`config.mk`:
```
export PLATFORM = sky130hd
export DESIGN_NAME = cnt_sequencer
export DESIGN_NICKNAME = d
export VERILOG_FILES = /design/src/rtl/cnt_sequencer.sv
export SDC_FILE = /design/constraint.sdc
export NUM_CORES = 1
export LEC_CHECK = 0
export BUFFER_PORTS_ARGS = -buffer_cell sky130_fd_sc_hd__clkbuf_2
export CORE_MARGIN = 10
export CORE_UTILIZATION = 45
export CTS_CLUSTER_DIAMETER = 50
export CTS_CLUSTER_SIZE = 40
export DETAILED_ROUTE_END_ITERATION = 6
export PLACE_DENSITY = 0.67
export SLEW_MARGIN = 20
export SYNTH_ARGS = -nofsm -noshare
export SYNTH_HDL_FRONTEND = slang
export SYNTH_SLANG_ARGS = --single-unit
export TNS_END_PERCENT = 20
```
`constraint.sdc`:
```
create_clock -name clk -period 4.15 [get_ports clk]
set_clock_uncertainty 0.05 [all_clocks]
set_input_delay 0.415 -clock clk [delete_from_list [all_inputs] [get_ports clk]]
set_output_delay 0.415 -clock clk [all_outputs]
set_load 0.05 [all_outputs]
```
`src/rtl/cnt_sequencer.sv`:
```
// Command sequencer that queues HOLD/RUN/LOAD commands and drives a downstream mod-16 counter,
// tracking the expected counter value alongside it.
module cnt_sequencer #(
  parameter int unsigned DEPTH = 4
) (
  input  logic       clk,
  input  logic       rst,
  input  logic       cmd_valid,
  output logic       cmd_ready,
  input  logic [1:0] cmd_op,
  input  logic [3:0] cmd_arg,
  input  logic       abort,
  output logic [1:0] mode,
  output logic [3:0] data_in,
  output logic [3:0] exp_cnt,
  output logic       busy,
  output logic       done,
  output logic       wrap
);

  localparam int unsigned AW = (DEPTH > 1) ? $clog2(DEPTH) : 1;
  localparam int unsigned CW = AW + 1;

  localparam logic [1:0] OpHold = 2'b00;
  localparam logic [1:0] OpRun  = 2'b01;
  localparam logic [1:0] OpLoad = 2'b10;

  typedef enum logic [0:0] {StIdle, StExec} state_e;

  logic [5:0]    r_mem [DEPTH];
  logic [AW-1:0] r_wr_ptr, r_rd_ptr;
  logic [CW-1:0] r_count;
  state_e        r_state;
  logic [3:0]    r_cnt;
  logic [1:0]    r_mode;
  logic [3:0]    r_data;
  logic [3:0]    r_exp;
  logic          r_done, r_wrap, r_init;

  logic [AW-1:0] w_wr_ptr_d, w_rd_ptr_d;
  logic [CW-1:0] w_count_d;
  state_e        w_state_d;
  logic [3:0]    w_cnt_d, w_data_d, w_exp_d;
  logic [1:0]    w_mode_d;
  logic          w_done_d, w_wrap_d;
  logic          w_full, w_empty, w_push, w_pop, w_last;
  logic [5:0]    w_head;

  assign w_full    = (r_count == CW'(DEPTH));
  assign w_empty   = (r_count == '0);
  assign cmd_ready = r_init & ~w_full & ~abort;
  assign w_push    = cmd_valid & cmd_ready;
  // r_cnt holds the cycles remaining after the current one
  assign w_last    = (r_state == StExec) && (r_cnt == 4'd0);
  assign w_pop     = ~abort & ~w_empty & ((r_state == StIdle) | w_last);
  assign w_head    = r_mem[r_rd_ptr];

  always_comb begin
    w_state_d = r_state;
    w_cnt_d   = r_cnt;
    w_mode_d  = r_mode;
    w_data_d  = r_data;
    w_done_d  = 1'b0;
    if (abort) begin
      w_state_d = StIdle;
      w_cnt_d   = 4'd0;
      w_mode_d  = OpHold;
      w_data_d  = 4'd0;
    end else if (w_pop) begin
      w_state_d = StExec;
      w_data_d  = 4'd0;
      unique case (w_head[5:4])
        OpHold: begin w_mode_d = OpHold; w_cnt_d = w_head[3:0]; end
        OpRun:  begin w_mode_d = OpRun;  w_cnt_d = w_head[3:0]; end
        OpLoad: begin w_mode_d = OpLoad; w_cnt_d = 4'd0; w_data_d = w_head[3:0]; end
        default: begin w_mode_d = OpHold; w_cnt_d = 4'd0; end
      endcase
      w_done_d = (w_cnt_d == 4'd0);
    end else if ((r_state == StExec) && !w_last) begin
      w_cnt_d  = r_cnt - 4'd1;
      w_done_d = (r_cnt == 4'd1);
    end else begin
      w_state_d = StIdle;
      w_cnt_d   = 4'd0;
      w_mode_d  = OpHold;
      w_data_d  = 4'd0;
    end
  end

  always_comb begin
    w_exp_d = r_exp;
    if (r_mode == OpRun)       w_exp_d = r_exp + 4'd1;
    else if (r_mode == OpLoad) w_exp_d = r_data;
    w_wrap_d = (r_mode == OpRun) && (r_exp == 4'hF);
  end

  always_comb begin
    w_wr_ptr_d = r_wr_ptr;
    w_rd_ptr_d = r_rd_ptr;
    w_count_d  = r_count;
    if (abort) begin
      w_wr_ptr_d = '0;
      w_rd_ptr_d = '0;
      w_count_d  = '0;
    end else begin
      if (w_push) w_wr_ptr_d = r_wr_ptr + 1'b1;
      if (w_pop)  w_rd_ptr_d = r_rd_ptr + 1'b1;
      w_count_d = r_count + CW'(w_push) - CW'(w_pop);
    end
  end

  always_ff @(posedge clk) begin
    if (w_push) r_mem[r_wr_ptr] <= {cmd_op, cmd_arg};
  end

  always_ff @(posedge clk) begin
    if (!rst) begin
      r_wr_ptr <= '0;
      r_rd_ptr <= '0;
      r_count  <= '0;
      r_state  <= StIdle;
      r_cnt    <= 4'd0;
      r_mode   <= OpHold;
      r_data   <= 4'd0;
      r_exp    <= 4'd0;
      r_done   <= 1'b0;
      r_wrap   <= 1'b0;
      r_init   <= 1'b0;
    end else begin
      r_wr_ptr <= w_wr_ptr_d;
      r_rd_ptr <= w_rd_ptr_d;
      r_count  <= w_count_d;
      r_state  <= w_state_d;
      r_cnt    <= w_cnt_d;
      r_mode   <= w_mode_d;
      r_data   <= w_data_d;
      r_exp    <= w_exp_d;
      r_done   <= w_done_d;
      r_wrap   <= w_wrap_d;
      r_init   <= 1'b1;
    end
  end

  assign mode    = r_mode;
  assign data_in = r_data;
  assign exp_cnt = r_exp;
  assign done    = r_done;
  assign wrap    = r_wrap;
  assign busy    = (r_state == StExec) | ~w_empty;

endmodule

```
==> run_results.csv, run 1 <==
group,metric,value,unit
floorplanning,start_util,46.90,%
logic_synthesis,synth.area.top_cells,"edfxtp_1 (32%), dfxtp_1 (24%), ha_1 (6.1%)",
hold_path,hold_class,"in -> reg",
global_route,grt_pass1_wl,6.727,mm
status,status,"finished clean",
drt,drt_first_iter_violations,66,
setup_path,arrival,2.83,ns
setup_path,path_buf_inv,2,
cells_and_area,final_nets,223,
setup_path,critPathKind,"reg -> reg",
clocking,cts_buffer_depth,2,
setup_path,critPathTopFamily,"adder cells",
logic_synthesis,yosysMostFrequentCell,"dfxtp_1",
sta,fin_setup_tns,0,ns
logic_synthesis,seq_area_frac_synth,56.19,%
sta,maxSlewViolCount,0,
global_route,grt_pass1_vias,1366,
logic_synthesis,synth_top_area_share,32.11,%
drt,routed_wl,3.983,mm
logic_synthesis,async_flop_share,0,%
drt,firstDrtPassIters,4,
global_route,grt_use_met2,15.81,%
global_route,busiest_layer,"met2",
cells_and_area,num_antenna_cells,0,
clocking,post_cts_buffers,0,
floorplanning,top_level_ports,24,
floorplanning,num_rows,25,
floorplanning,core-area,4786,um^2
sta,rsz0062_at_grt,"false",
logic_synthesis,ys.flop_type,"dfxtp_1",
global_route,grt_max_degree,19,
global_route,antenna_found_initial,0,
setup_path,path_cells,"inv_1 -> ha_1 -> or3b_4 -> a211oi_4 -> ha_1 -> inv_1 -> ha_1 -> fa_1 -> xnor2_1 -> xnor2_1 -> nor2_1",
placement,dpl.hpwl,2.934,mm
global_route,track_usage,10.08,%
clocking,ctsHoldBuffers,0,
clocking,numClockSinks,51,
clocking,numCtsBuffers,5,
floorplanning,die_area,8213,um^2
logic_synthesis,synth_top_area_cell,"edfxtp_1",
logic_synthesis,syn_nets,197,
logic_synthesis,synth-edff-count,24,
sta,fin_crit,2.689,ns
cells_and_area,fin_area,2540,um^2
clocking,cts_resized,0,
placement,numPortBuffers,23,
drt,wl_per_cell,14.81,um
clocking,clk-insertion-delay-late,0.30,ns
clocking,cts-root-buf,"clkbuf_8",
drt,antenna_left,0,
cells_and_area,syn_to_final_growth,13.16,%
cells_and_area,n_fill_cell,420,
cells_and_area,multi_input_area,890.9,um^2
sta,fmax,0.3719,GHz
global_route,met1_usage,12.45,%
placement,place_congestion,0.7371,
clocking,h-tree-depth,2,
power,vdd_drop_max,0.2165,mV
logic_synthesis,ys_ff_latch,51,
global_route,met3_usage,3.325,%
cells_and_area,seqCellArea,1261,um^2
sta,worst-slew-pin-transition,0.7604,ns
drt,route.detailed.drc,0,
logic_synthesis,synth_cells,175,
sta,finalSetupViolCount,0,
power,leakagePower,0.9181,nW
logic_synthesis,synth.avg_cell_area,12.83,um^2
setup_path,worst-path-max-fanout,6,
drt,vias_per_cell,5.097,
logic_synthesis,yosys-top-cells-count,"dfxtp_1 (27), edfxtp_1 (24), nor2_1 (18)",
logic_synthesis,yosysWarnings,0,
sta,final.period_utilization,64.79,%
setup_path,required,4.29,ns
global_route,overflow,0,
floorplanning,chipHeight,90.63,um
sta,hold_viol,0,
setup_path,endpoint_kind,"flip-flop",
drt,vias,1371,
clocking,clk_pin_slew,0.09,ns
clocking,cts_tree,"done",
cells_and_area,layout-drive-gt1-share,20.30,%
setup_path,slowest_delay,0.43,ns
power,powerDensity,388.6,nW/um^2
sta,maxSlewHeadroom,48.91,%
setup_path,cp_common_cell,"ha_1",
setup_path,cp_slowest_cell,"or3b_4",
logic_synthesis,syn_area,2245,um^2
job,maxCapViolCount,0,
logic_synthesis,synth_cell_types,44,
floorplanning,die_w,90.63,um
placement,postPlaceCellArea,2404,um^2
setup_path,start_kind,"flip-flop",
metrics by stage:
step | hold WS (ns) | worst slack, ns | power (mW) | utilization, % | instances
final | 0.2704 | 1.461 | 0.9870 | 53.07 | 269
after global routing | 0.2586 | 1.308 | 1.028 | 53.07 | 269
after CTS | 0.2621 | 1.460 | 0.9968 | 53.07 | 269
after detailed placement | 0.4478 | 1.439 | 0.6004 | 50.22 | 261
after global placement | 0.4395 | 1.497 | 0.5997 | 50.22 | 261
after floorplan | 0.3927 | 1.639 | 0.5840 | - | 175
path summary, 6_finish.rpt:
| kind | startpoint | end | slack, ns | cells after the start |
|---|---|---|---|---|
| setup / recovery | r_cnt[0] | r_count[2] | 1.46 | 11 |
| hold / removal | cmd_arg[0] | r_mem[1][0] | 0.27 | 1 |
| setup reg to reg | r_cnt[0] | r_count[2] | 1.46 | 11 |
| hold reg to reg | exp_cnt[3] | wrap | 0.46 | 2 |
layer usage:
metal | wire, um | share of wire [%]
met4 | 25 | 0.63
met2 | 1903 | 48
met3 | 182 | 4.6
met1 | 1871 | 47
met5 | 0 | 0
flip-flops by register name (all words and copies together) (netlist names), named ones only:
name	cells
r_mem	24
data_in	4
exp_cnt	4
r_cnt	4
r_count	3
mode	2
r_rd_ptr	2
r_wr_ptr	2
done	1
r_init	1
r_state	1
wrap	1
final cells by class:
class,instances,area share (%)
Sequential cell,51,49.66
Inverter,14,2.069
Clock inverter,3,2.660
Timing Repair Buffer,23,4.532
Clock buffer,5,2.709
Tap cell,67,3.300
Multi-Input combinational cell,106,35.07
layout by cell type (no fill, tap or decap), drive strengths merged, types with 2 or more instances in the layout:
master,n
and2,7
inv,14
xnor2,4
nand2b,2
o21ai,3
nor2b,2
and3,3
bufinv,2
mux2i,4
dfxtp,27
a211oi,2
nor3,3
a2bb2oi,2
mux4,5
a22oi,4
nand3,2
a21oi,5
a32oi,4
nand2,6
nor3b,2
ha,11
clkbuf,28
nor2,19
edfxtp,24
xor2,2
kinds of logic (layout without fill, tap and decap cells):
family	after synthesis	in the layout	share of synthesized area, %
AO/OA/AOI/OAI	28	28	10.87
XOR/XNOR	6	6	2.341
adder cells (fa/ha/maj)	12	12	7.023
buffers and inverters	18	45	4.124
flip-flops	51	51	56.19
multiplexers	10	10	7.971
AND/OR/NAND/NOR	50	50	11.48
where the power goes:
group / total [mW] / internal, mW / switching [mW]
Sequential: 0.535 / 0.531 / 0.00418
Clock: 0.399 / 0.240 / 0.159
Combinational: 0.0531 / 0.0188 / 0.0343
Total: 0.987 / 0.790 / 0.197
No activity file was read; power rests on OpenSTA's default activity.
==> run 2, diff against run 1 <==
==> constraint.sdc (replaced) <==
create_clock -name clk -period 2.6 [get_ports clk]
set_clock_uncertainty 0.05 [all_clocks]
set_input_delay 0.26 -clock clk [delete_from_list [all_inputs] [get_ports clk]]
set_output_delay 0.26 -clock clk [all_outputs]
set_load 0.05 [all_outputs]
==> run_results.csv, run 2 (same netlist as run 1, synthesis figures left out) <==
group,metric,value,unit
setup_path,start_kind,"flip-flop",
global_route,grt_max_degree,19,
cells_and_area,final_cell_mix,"dfxtp_1 (27), edfxtp_1 (24), clkbuf_2 (23)",
cells_and_area,n_fill_cell,437,
drt,top_layer_used,"met4",
sta,worst-slew-pin-transition,0.4131,ns
global_route,track_usage,10.05,%
setup_path,reg2reg_depth,11,
hold_path,hold_depth,1,
clocking,cts_tree,"done",
cells_and_area,layout-drive-gt1-share,22.82,%
sta,maxSlewViolCount,0,
cells_and_area,syn_to_final_growth,12.82,%
setup_path,worst-path-max-fanout,4,
setup_path,reg2reg_from,"r_cnt[0]",
placement,dp.cells,264,
sta,fmax,0.4081,GHz
clocking,cts-root-buf,"clkbuf_8",
drt,wl_met1,1.959,mm
power,vdd_drop_max,0.4013,mV
job,maxCapViolCount,0,
sta,hold_viol,0,
power,leakagePower,0.9198,nW
clocking,h-tree-depth,2,
sta,fin_crit,2.450,ns
clocking,clk_pin_slew,0.10,ns
cells_and_area,largest_register_ffs,24,
hold_path,whs_endpoint,"r_mem[1][0]",
floorplanning,start_util,46.90,%
power,powerDensity,566.2,nW/um^2
sta,maxSlewHeadroom,72.25,%
drt,wl_per_cell,14.81,um
power,power.total,1.434,mW
setup_path,endpoint_kind,"flip-flop",
drt,firstDrtPassIters,5,
drt,route.detailed.drc,0,
clocking,numClockSinks,51,
cells_and_area,seqCellArea,1261,um^2
drt,met2_wirelength,1.842,mm
floorplanning,num_rows,25,
global_route,grt_pass1_vias,1291,
floorplanning,chipHeight,90.63,um
drt,wl_met3,207,um
placement,place_congestion,0.7817,
cells_and_area,fin_area,2532,um^2
global_route,overflow,0,
clocking,numCtsBuffers,5,
cells_and_area,multi_input_area,893.4,um^2
setup_path,required,2.75,ns
hold_path,min-delay-start,"cmd_arg[0]",
drt,drt_first_iter_violations,63,
floorplanning,die_area,8213,um^2
cells_and_area,fin_cells,273,
cells_and_area,num_antenna_cells,0,
sta,fin_setup_tns,0,ns
cells_and_area,layout_commonest_cell,"dfxtp_1",
sta,rsz0062_at_grt,"false",
cells_and_area,top_register,"r_mem",
setup_path,critPathKind,"reg -> reg",
drt,antenna_left,0,
global_route,grt_pass1_wl,6.672,mm
setup_path,rrSetupSlack,0.15,ns
setup_path,arrival,2.60,ns
floorplanning,top_level_ports,24,
floorplanning,die_w,90.63,um
placement,dpl.hpwl,2.860,mm
drt,routed_wl,4.044,mm
hold_path,hold_class,"in -> reg",
drt,vias,1377,
clocking,cts_buffer_depth,2,
status,status,"finished clean",
global_route,antenna_found_initial,0,
sta,final.period_utilization,94.24,%
clocking,clk-insertion-delay-late,0.31,ns
drt,vias_per_cell,5.044,
placement,postPlaceCellArea,2426,um^2
placement,numPortBuffers,23,
setup_path,r2r_end,"r_count[2]",
sta,finalSetupViolCount,0,
cells_and_area,final_nets,227,
floorplanning,core-area,4786,um^2
run 2: per-layer routing:
metal	vias up	GRT usage (%)
met5	-	0
met4	0	3.050
met3	5	4.572
met2	26	14.96
met1	650	12.66
li1	696	-
run 2: critical path: stages (launching register included):
cell	delay, ns
dfxtp_1	0.35
inv_2	0.08
ha_1	0.15
or3b_4	0.41
a211oi_4	0.23
ha_1	0.15
inv_1	0.04
ha_1	0.19
fa_2	0.34
xnor2_1	0.18
xnor2_1	0.13
nor2_1	0.05
run 2: worst max path at each step:
stage	end	cells past startpoint	slack [ns]	from
floorplan	r_count[2]	11	0.09	r_cnt[0]
global placement	r_count[2]	11	0.12	r_cnt[0]
detailed placement	r_count[2]	11	0.05	r_cnt[0]
CTS	r_count[2]	11	0.03	r_cnt[0]
global route	r_count[2]	11	0.04	r_cnt[1]
finish	r_count[2]	11	0.15	r_cnt[0]
run 2: power by group:
| part | internal [mW] | leakage, nW | switching (mW) | total (mW) |
|---|---|---|---|---|
| combinational | 0.0345 | 0.438 | 0.0564 | 0.0909 |
| sequential | 0.847 | 0.435 | 0.00652 | 0.854 |
| clock | 0.200 | 0.0467 | 0.289 | 0.489 |
run 2: timing repair:
action / 4_1_cts / 5_1_grt
setup buffers: 0 / 1
hold buffers: 0 / 0
endpoints found under the setup margin: 0 / 1
gates resized for setup: 0 / 2
run 2: through the flow:
step | setup slack, ns | utilization [%] | hold slack, ns
2_1_floorplan | 0.08898 | - | 0.2377
3_3_place_gp | 0.1247 | 50.69 | 0.4281
3_5_place_dp | 0.04957 | 50.69 | 0.4296
4_1_cts | 0.03266 | 52.71 | 0.1014
5_1_grt | 0.04486 | 52.92 | 0.09446
6_report | 0.1497 | 52.92 | 0.1088
run 2: area by class of cell:
| type | count | share of cell area [%] |
|---|---|---|
| clock buffers | 5 | 2.717 |
| clock inverters | 3 | 1.087 |
| inverters | 14 | 2.075 |
| multi-input cells | 106 | 35.28 |
| flip-flops and latches | 51 | 49.80 |
| well taps | 67 | 3.310 |
| repair buffers | 27 | 5.731 |
==> run 3, diff against run 2 <==
--- a/config.mk
+++ b/config.mk
@@ -12,7 +12,6 @@
 export CTS_CLUSTER_SIZE = 40
 export DETAILED_ROUTE_END_ITERATION = 6
 export PLACE_DENSITY = 0.67
-export SLEW_MARGIN = 20
 export SYNTH_ARGS = -nofsm -noshare
 export SYNTH_HDL_FRONTEND = slang
 export SYNTH_SLANG_ARGS = --single-unit
==> constraint.sdc (replaced) <==
create_clock -name clk -period 2.7 [get_ports clk]
set_clock_uncertainty 0.05 [all_clocks]
set_input_delay 0.27 -clock clk [delete_from_list [all_inputs] [get_ports clk]]
set_output_delay 0.27 -clock clk [all_outputs]
set_load 0.05 [all_outputs]
==> run_results.csv, run 3 (same netlist as run 1, synthesis figures left out) <==
group,metric,value,unit
status,status,"finished clean",
power,p_sw,0.2998,mW
clocking,clk_pin_slew,0.09,ns
global_route,met3_usage,3.159,%
setup_path,startpoint,"r_cnt[1]",
global_route,grt_pass1_wl,6.727,mm
power,p_int,1.124,mW
global_route,antenna_found_initial,0,
setup_path,critPathKind,"reg -> reg",
floorplanning,chipHeight,90.63,um
power,combPwrFrac,6.1,%
cells_and_area,syn_to_final_growth,13.10,%
clocking,h-tree-depth,2,
cells_and_area,layout_commonest_cell,"dfxtp_1",
cells_and_area,fin_area,2539,um^2
clocking,numCtsBuffers,5,
floorplanning,top_level_ports,24,
global_route,busiest_layer,"met2",
placement,postPlaceCellArea,2426,um^2
power,clock_power_share,36.2,%
hold_path,hold_depth,1,
hold_path,min-delay-start,"cmd_op[1]",
cells_and_area,top_register,"r_mem",
setup_path,required,2.83,ns
drt,route.detailed.drc,0,
job,maxCapViolCount,0,
power,powerDensity,561.0,nW/um^2
sta,finalSetupViolCount,0,
placement,dpl.hpwl,2.835,mm
global_route,grt_pass1_vias,1344,
sta,setup_ws,0.1575,ns
cells_and_area,final_nets,226,
global_route,overflow,0,
setup_path,reg2reg_from,"r_cnt[1]",
power,leakagePower,0.9268,nW
cells_and_area,n_fill_cell,414,
drt,wl_per_cell,14.30,um
sta,fin_setup_tns,0,ns
floorplanning,num_rows,25,
cells_and_area,multi_input_area,890.9,um^2
clocking,clk-insertion-delay-late,0.29,ns
floorplanning,start_util,46.90,%
drt,routed_wl,3.890,mm
cells_and_area,layout-drive-gt1-share,21.95,%
global_route,met1_usage,12.44,%
placement,pre_cts_ws,0.1566,ns
drt,vias_per_cell,5.026,
cells_and_area,largest_register_ffs,24,
setup_path,arrival,2.67,ns
cells_and_area,seqCellArea,1261,um^2
placement,place_congestion,0.7851,
clocking,post_cts_buffers,0,
floorplanning,die_area,8213,um^2
hold_path,hold_class,"in -> reg",
setup_path,start_kind,"flip-flop",
power,swShare,21.05,%
power,vdd_drop_max,0.3934,mV
drt,firstDrtPassIters,4,
cells_and_area,num_antenna_cells,0,
sta,maxSlewViolCount,0,
clocking,cts-root-buf,"clkbuf_8",
sta,hold_viol,0,
clocking,cts_buffer_depth,2,
global_route,grt_max_degree,19,
setup_path,endpoint_kind,"flip-flop",
global_route,track_usage,9.907,%
floorplanning,core-area,4786,um^2
sta,maxSlewHeadroom,75.21,%
drt,antenna_left,0,
sta,final.period_utilization,94.17,%
setup_path,reg2reg_depth,11,
floorplanning,die_w,90.63,um
drt,vias,1367,
sta,rsz0062_at_grt,"false",
placement,numPortBuffers,23,
sta,fin_crit,2.542,ns
sta,fmax,0.3933,GHz
global_route,grt_use_met2,15.87,%
clocking,numClockSinks,51,
sta,worst-slew-pin-transition,0.3715,ns
clocking,cts_tree,"done",
setup_path,worst-path-max-fanout,4,
drt,drt_first_iter_violations,51,
cells_and_area,final_cell_mix,"dfxtp_1 (27), edfxtp_1 (24), clkbuf_2 (23)",
power,seqPwrFrac,57.7,%
==> run 3: changes by cell type in the layout (fill, tap and decap cells not counted), sizes merged <==
cell,previous run,this run
clkinv,0,2
inv,16,14
buf,4,3
bufinv,0,1
clkinvlp,1,0
==> run 3: layer usage <==
| metal | vias to the layer above | routed length [um] |
|---|---|---|
| li1 | 696 | - |
| met1 | 646 | 1800 |
| met2 | 25 | 1932 |
| met3 | 0 | 157 |
| met4 | 0 | 0 |
| met5 | - | 0 |
==> run 3: per-stage QoR <==
step           hold slack [ns]  power [mW]  std cells  utilization [%]
6_report                0.1386       1.424        272            53.05
5_1_grt                 0.1314       1.485        272            53.05
4_1_cts                 0.1263       1.442        272            53.05
3_5_place_dp            0.4388      0.9281        264            50.69
3_3_place_gp            0.4367      0.9268        264            50.69
2_1_floorplan           0.2477      0.8976        175                -
==> run 3: critical path, cell delays in order, from the launching register on <==
cell and delay [ns]:
dfxtp_1 0.32, inv_1 0.10, ha_1 0.17, or3b_4 0.43
a211oi_4 0.24, ha_1 0.15, inv_1 0.04, ha_1 0.19
fa_1 0.38, xnor2_1 0.19, xnor2_1 0.13, nor2_1 0.05
==> run 3: area by class of cell <==
type	count	share of cell area, %
multi-input cells	106	35.09
clock buffers	5	2.711
inverters	14	2.070
flip-flops and latches	51	49.68
well taps	67	3.302
clock inverters	3	1.725
repair buffers	26	5.421
==> run 3: what timing repair did <==
item | CTS | global route
endpoints found under the setup margin | 0 | 1
gates resized for setup | 0 | 1
hold buffers | 0 | 0
==> run 3: power by group through the flow <==
stage               Combinational, mW  Clock [mW]  Sequential (mW)
global route                   0.0958       0.566            0.824
CTS                            0.0884       0.532            0.822
detailed placement             0.0881           0            0.840
global placement               0.0869           0            0.840
finish                         0.0872       0.515            0.822
floorplan                      0.0579           0            0.840
==> run 3: path summary, 6_finish.rpt <==
path	end	slack, ns
setup reg to reg	r_count[2]	0.16
setup / recovery	r_count[2]	0.16
hold / removal	r_mem[2][5]	0.14
hold reg to reg	wrap	0.45
